## src/rtl/pipe_stall_ctrl.sv

```systemverilog
// pipe_stall_ctrl: central pipeline controller.
//   Arbitrates IF/ID/EX stall requests into a 6-bit stall vector, sequences
//   exception flushes (RUN -> FLUSH -> REFILL -> RUN) and flags stuck stalls.
// Optional feature: define STALL_PERF_EN to build the stall_cycles_o counter;
//   otherwise stall_cycles_o is tied to zero.
// Ports:
//   clk, rst (async, active-high)
//   stallreq_from_if/id/ex : stall requests, priority ex > id > if
//   excepttype_i, cp0_epc_i: exception type (0 = none, 0xe = eret) and EPC
//   stall_o                : bit0 PC .. bit5 WB, 1 = stop
//   flush_o, new_pc_o      : one-cycle flush pulse and redirect target
//   stall_timeout_o        : sticky stuck-stall flag
//   stall_cycles_o         : stall performance counter
module pipe_stall_ctrl #(
  parameter int unsigned MAX_STALL     = 64,
  parameter int unsigned REFILL_CYCLES = 1,
  parameter logic [31:0] EXC_VECTOR    = 32'h00000020
) (
  input  logic        clk,
  input  logic        rst,
  input  logic        stallreq_from_if,
  input  logic        stallreq_from_id,
  input  logic        stallreq_from_ex,
  input  logic [31:0] excepttype_i,
  input  logic [31:0] cp0_epc_i,
  output logic [5:0]  stall_o,
  output logic        flush_o,
  output logic [31:0] new_pc_o,
  output logic        stall_timeout_o,
  output logic [31:0] stall_cycles_o
);

  localparam logic [31:0] ExcEret    = 32'h0000000e;
  localparam logic [7:0]  MaxStall   = 8'(MAX_STALL);
  localparam logic [3:0]  RefillLoad = 4'(REFILL_CYCLES - 1);

  typedef enum logic [1:0] {StRun, StFlush, StRefill} state_e;

  state_e      state_q, state_d;
  logic        flush_q, flush_d;
  logic [31:0] new_pc_q, new_pc_d;
  logic [3:0]  refill_q, refill_d;
  logic [7:0]  wd_q, wd_d;
  logic        timeout_q, timeout_d;
  logic [5:0]  stall_req;
  logic        exc_take;

  // MEM and WB are never stalled so downstream bubbles drain.
  always_comb begin
    stall_req = 6'b000000;
    if (stallreq_from_ex) begin
      stall_req = 6'b001111;
    end else if (stallreq_from_id) begin
      stall_req = 6'b000111;
    end else if (stallreq_from_if) begin
      stall_req = 6'b000011;
    end
  end

  assign stall_o  = (state_q == StRun) ? stall_req : 6'b000000;
  assign exc_take = (state_q == StRun) && (excepttype_i != 32'h0);

  always_comb begin
    state_d   = state_q;
    flush_d   = 1'b0;
    new_pc_d  = new_pc_q;
    refill_d  = refill_q;
    wd_d      = wd_q;
    timeout_d = timeout_q;
    unique case (state_q)
      StRun: begin
        if (exc_take) begin
          // Exception wins over stalls; watchdog restarts on flush entry.
          state_d  = StFlush;
          flush_d  = 1'b1;
          new_pc_d = (excepttype_i == ExcEret) ? cp0_epc_i : EXC_VECTOR;
          wd_d     = 8'd0;
        end else if (stall_o != 6'b000000) begin
          if (wd_q < MaxStall) begin
            wd_d = wd_q + 8'd1;
          end
          if (wd_q == MaxStall - 8'd1) begin
            timeout_d = 1'b1;
          end
        end else begin
          wd_d = 8'd0;
        end
      end
      StFlush: begin
        state_d  = StRefill;
        refill_d = RefillLoad;
      end
      StRefill: begin
        if (refill_q == 4'd0) begin
          state_d = StRun;
        end else begin
          refill_d = refill_q - 4'd1;
        end
      end
      default: state_d = StRun;
    endcase
  end

  always_ff @(posedge clk or posedge rst) begin
    if (rst) begin
      state_q   <= StRun;
      flush_q   <= 1'b0;
      new_pc_q  <= 32'h0;
      refill_q  <= 4'd0;
      wd_q      <= 8'd0;
      timeout_q <= 1'b0;
    end else begin
      state_q   <= state_d;
      flush_q   <= flush_d;
      new_pc_q  <= new_pc_d;
      refill_q  <= refill_d;
      wd_q      <= wd_d;
      timeout_q <= timeout_d;
    end
  end

  assign flush_o         = flush_q;
  assign new_pc_o        = new_pc_q;
  assign stall_timeout_o = timeout_q;

`ifdef STALL_PERF_EN
  logic [31:0] perf_q;

  // Counts every stalled edge, including exception-accept cycles.
  always_ff @(posedge clk or posedge rst) begin
    if (rst) begin
      perf_q <= 32'h0;
    end else if (stall_o != 6'b000000) begin
      perf_q <= perf_q + 32'd1;
    end
  end

  assign stall_cycles_o = perf_q;
`else
  assign stall_cycles_o = 32'h0;
`endif

endmodule

```

## config.mk

```make
export PLATFORM = sky130hd
export DESIGN_NAME = pipe_stall_ctrl
export DESIGN_NICKNAME = d
export VERILOG_FILES = /design/src/rtl/pipe_stall_ctrl.sv
export SDC_FILE = /design/constraint.sdc
export NUM_CORES = 1
export LEC_CHECK = 0
export ABC_AREA = 1
export CORE_ASPECT_RATIO = 0.5
export CORE_MARGIN = 2
export CORE_UTILIZATION = 35
export CTS_BUF_LIST = sky130_fd_sc_hd__clkbuf_8 sky130_fd_sc_hd__clkbuf_16
export CTS_CLUSTER_SIZE = 8
export DETAILED_ROUTE_END_ITERATION = 10
export PLACE_DENSITY = 0.73
export SYNTH_ARGS = -nofsm -noshare
export SYNTH_HDL_FRONTEND = slang
export SYNTH_SLANG_ARGS = --single-unit
```

## constraint.sdc

```tcl
create_clock -name clk -period 3.4 [get_ports clk]
set_input_delay 0.34 -clock clk [delete_from_list [all_inputs] [get_ports clk]]
set_output_delay 0.34 -clock clk [all_outputs]
set_load 0.03 [all_outputs]
```

==> Word level (Yosys, flattened, before mapping) <==
Cells that the tools add are included.
{ "totals": {"regBits": 48, "latch_bits": 0, "ramBits": 0, "romBits": 0, "inputBits": 69, "output_inout_bits": 72, "wordCells": 44, "n_memories": 0} }
{ "classes": {"addsub": 2, "multipliers": 0, "n_div": 0, "n_lt_le_gt_ge": 1, "n_eq_ne": 8, "shift": 0, "mux": 15, "n_bitwise": 1, "n_reduce_logical": 11} }
{ "ops": {"columns": ["op", "count"], "rows": [
  ["32-bit by 4-bit equality test with 1-bit output, second input constant", 1],
  ["32-bit 2-to-1 mux", 1],
  ["32-bit nonzero test", 1],
  ["8-bit 2-to-1 mux", 3],
  ["8-bit by 1-bit adder with 8-bit output, second input constant", 1],
  ["8-bit by 6-bit equality test with 1-bit output, second input constant", 1],
  ["8-bit by 7-bit less-than comparator with 1-bit output, second input constant", 1],
  ["4-bit 2-to-1 mux", 2],
  ["4-bit one-hot mux with 2 select lines", 1],
  ["2-bit AND reduction", 4],
  ["2-bit 2-to-1 mux", 3],
  ["6-bit 2-to-1 mux", 1],
  ["2-bit inequality test, second input constant", 3],
  ["2-bit one-hot mux with 3 select lines", 1],
  ["6-bit nonzero test", 1],
  ["4-bit zero test", 1],
  ["4-bit AND reduction", 1],
  ["4-bit by 1-bit subtractor with 4-bit output, second input constant", 1],
  ["3-bit 2-to-1 mux", 1],
  ["3-bit by 2-bit inequality test with 1-bit output, second input constant", 1],
  ["2-bit by 1-bit equality test with 1-bit output, second input constant", 1],
  ["2-bit equality test, second input constant", 1],
  ["2-bit zero test", 1],
  ["1-bit 2-to-1 mux", 2],
  ["3 further kinds", 3]
]} }

==> Logic depth before layout (Yosys ltp) <==
{ "depth": {"depth_word": 7, "ltp_mapped": 10, "mapped_depth_nobuf": 9} }

==> Worst setup path before layout <==
Ideal clock, no wire load.
{ "synth_path": {"path_kind": "register -> output", "from": "reg state_q[0]", "to": "out stall_o[2]", "arrival_time_ps": 1153, "required_ps": 3060, "path_slack_ps": 1907, "path_stages_with_launch": 4, "path_buffers": 0, "cell_sequence": "dfrtp_1 nor2_4 inv_1 a21oi_1"} }
{ "synth_between": {"elab_chain_cells": 2} }
{ "synth_lines": {"columns": ["element", "line", "text"], "rows": [
  ["start: declaration", "39", "state_e state_q, state_d;"],
  ["start signal: assignment", "106", "state_q <= StRun;"],
  ["start signal: assignment", "113", "state_q <= state_d;"],
  ["2-bit zero test", "60", "assign stall_o = (state_q == StRun) ? stall_req : 6'b000000;"],
  ["6-bit 2-to-1 mux", "60", null],
  ["end: declaration", "26", "output logic [5:0] stall_o,"]
]} }
Every way passes these cells.

==> Worst setup path in the final report <==
{ "layout_path": {"from": "reg state_q[0]", "to": "out stall_o[1]"} }
Same word-level chain as after synthesis.

==> run_results.csv <==
group,metric,value,unit
synthesis,ys_ff_latch,48,
pwr,p_leak,1.85,nW
placed_design,dpl-instance-area,3660,µm²
finish,mostFrequentLayoutCells,"clkdlybuf4s50_1, nand2_1, nand2_2",
synthesis,synth.avg_cell_area,8.63,µm²
cts,ctsHtreeMaxLevel,2,
setup_path,worstSetupStartpointType,"register",
placed_design,dp_hpwl,4.22,mm
setup_path,crit_fanout,8,
min_path,worstHoldPathType,"reg2reg",
die,rows,22,
timing,setup_violations,0,
cts,cts_sinks,48,
placed_design,port_buffers,106,
cts,clockBufferDepth,2,
finish,n_fill_cell,707,
detailed_routing,drt_iter0_markers,108,
detailed_routing,wirelength,5.60,mm
synthesis,seq_area_frac_synth,45.0,%
timing,worst_pin_slew,0.980,ns
cts,cts_setup_buffers,0,
detailed_routing,vias,2144,
die,die_h,65.7,µm
synthesis,yosysWarnings,0,
flow_run,cap_violations,0,
setup_path,crit_arrival,1.91,ns
global_route,grt_max_degree,49,
timing,fin_skew,0.00670,ns
timing,drv_slew,0,
cts,cts_tree,"built",
setup_path,cpPeakStageDelay,0.67,ns
detailed_routing,routed_via_density,4.18,
die,die_area,8380,µm²
finish,area_delta_synth_final,43.2,%
detailed_routing,wl_per_cell,10.9,µm
setup_path,crit_family,"buffers and inverters",
pwr,power,0.00127,W
setup_path,cp.required,3.06,ns
finish,drive_gt1_share,19.2,%
finish,layout_commonest_cell,"clkdlybuf4s50_1",
setup_path,r2r_cells,6,
setup_path,critPathBufInv,2,
outcome,status,"completed",
cts,cts_inserted_buffers,5,
synthesis,syn_inst,309,
synthesis,yosysUniqueCellTypes,28,
setup_path,cp_cell_sequence,"nor2_4 -> nand2_1 -> inv_2 -> clkdlybuf4s50_1",
detailed_routing,drtPass1Iterations,4,
detailed_routing,dr_wl_met2,2.79,mm
finish,insertedDiodeCount,0,
timing,period_needed,2.25,ns
detailed_routing,routed.top_layer,"met4",
global_route,globalRouteOverflowTotal,0,
detailed_routing,dr_wl_met3,292,µm
cts,cts_hold_buf,0,
global_route,antenna_found_initial,0,
cts,cts_root_buf,"clkbuf_16",
detailed_routing,ant_nets,0,
finish,final_cell_area,3820,µm²
setup_path,critPathCaptureType,"output pin",
placed_design,gp_congestion,0.832,
timing,worst_slack,1.15,ns
placed_design,post-place-ws,1.23,ns
detailed_routing,drc,0,
timing,hold_viol,0,
cts,cts_resized,0,
timing,rsz0062_at_grt,"no",
timing,finalCritPeriodShare,66.2,%
detailed_routing,wirelength_met1,2.45,mm
pwr,ir_drop,0.286,mV
timing,fmax,0.444,GHz
pwr,power-per-cell-area,333,nW/µm²
timing,setup_tns,0,ns
min_path,holdPathStages,2,
cts,insertion_delay,0.28,ns
finish,final_util,52.0,%
global_route,grt_pass1_vias,2006,
synthesis,netlist_area,2670,µm²
cts,path_clk_slew,0.06,ns
die,start_util,36.3,%
die,core,7350,µm²
setup_path,path_depth,4,
die,die_x,127,µm
finish,final_nets,488,
setup_path,worstSetupPathType,"reg2out",
global_route,grt_pass1_wl,9.18,mm
setup_path,slowest_stage,"clkdlybuf4s50_1",
timing,max_slew_margin,34.6,%
global_route,grtUsageTotal,13.7,%
die,io_pins,141,
[synth_stat cells]
cell type	number	area, µm²
nand3b_2	1	11.3
nand2_1	70	263
dfrtp_1	48	1200
o22ai_1	3	18.8
nor3_1	2	10.0
nor2_4	3	33.8
o21ai_0	1	5.00
a21boi_0	1	7.51
buf_6	6	67.6
mux2i_1	1	10.0
o2111ai_1	2	17.5
o21bai_1	1	7.51
inv_1	21	78.8
xnor2_1	2	17.5
xor2_1	3	26.3
o21ai_4	1	16.3
ha_1	3	37.5
buf_4	35	263
nand3_1	9	45.0
o21ai_1	1	5.00
nor2_2	4	25.0
nand2_2	60	375
conb_1	1	3.75
clkinv_1	1	3.75
nor2_1	24	90.1
nand4_1	3	18.8
a21oi_1	1	5.00
inv_2	1	3.75
[metrics by stage]
stage / instances / hold slack [ns]
CTS: 513 / 0.486
global route: 513 / 0.512
global placement: 505 / 0.450
detailed placement: 505 / 0.456
floorplan: 342 / 0.444
finish: 513 / 0.485
[state kept, by name (all words and copies together), names as in the netlist]
register / cells
flush_o: 1
new_pc_o: 32
refill_q: 4
stall_timeout_o: 1
state_q: 2
wd_q: 8
[per-layer routing]
metal  vias to the layer above  track usage [%]
met5                         -                0
met4                         0             3.98
met3                         6             2.36
met2                        78             24.5
met1                       973             17.2
li1                       1087                -
[layout make-up]
cell class              count  area, µm²  share of cell area [%]
clock buffers               5        125                    3.27
clock inverters             3       38.8                    1.02
inverters                  23       86.3                    2.26
multi-input cells         230       1170                    30.7
flip-flops and latches     48       1200                    31.4
well taps                  96        120                    3.14
repair buffers            108       1080                    28.2
[final timing paths]
| path | from | to | slack, ns |
|---|---|---|---|
| min in group asynchronous | rst | new_pc_o[15]$_DFFE_PP0P_ | 0.61 |
| worst max register to register | state_q[0]$_DFFE_PP0P_ | new_pc_o[30]$_DFFE_PP0P_ | 1.84 |
| worst min-delay path | new_pc_o[24]$_DFFE_PP0P_ | new_pc_o[24]$_DFFE_PP0P_ | 0.49 |
| max in group asynchronous | rst | wd_q[3]$_DFFE_PP0P_ | 2.18 |
| worst max-delay path | state_q[0]$_DFFE_PP0P_ | stall_o[1] | 1.15 |
| worst min register to register | new_pc_o[24]$_DFFE_PP0P_ | new_pc_o[24]$_DFFE_PP0P_ | 0.49 |
[worst reg2reg max path: stages, from the launching register on]
cell	delay, ns
dfrtp_1	0.41
nor2_4	0.27
o21ai_4	0.11
nor2_4	0.08
buf_4	0.43
nand2_1	0.13
nand2_1	0.08
[logic make-up (layout without fill, tap and decap cells)]
group,after synthesis,count (layout),share of synthesized area [%]
xor+xnor,5,5,1.64
compound gates,11,11,3.10
other cells,1,34,0.141
simple gates,176,176,32.7
flops,48,48,45.0
mux,1,1,0.375
fa+ha+maj,3,3,1.41
buf+inv,64,139,15.6
[power by group]
group          internal [W]  leakage, nW  switching [W]
clock network      0.000343       0.0850       0.000206
logic             0.0000718         1.11      0.0000799
registers          0.000571        0.652  0.00000000177
Note: power is estimated with default switching activity, not from simulation.
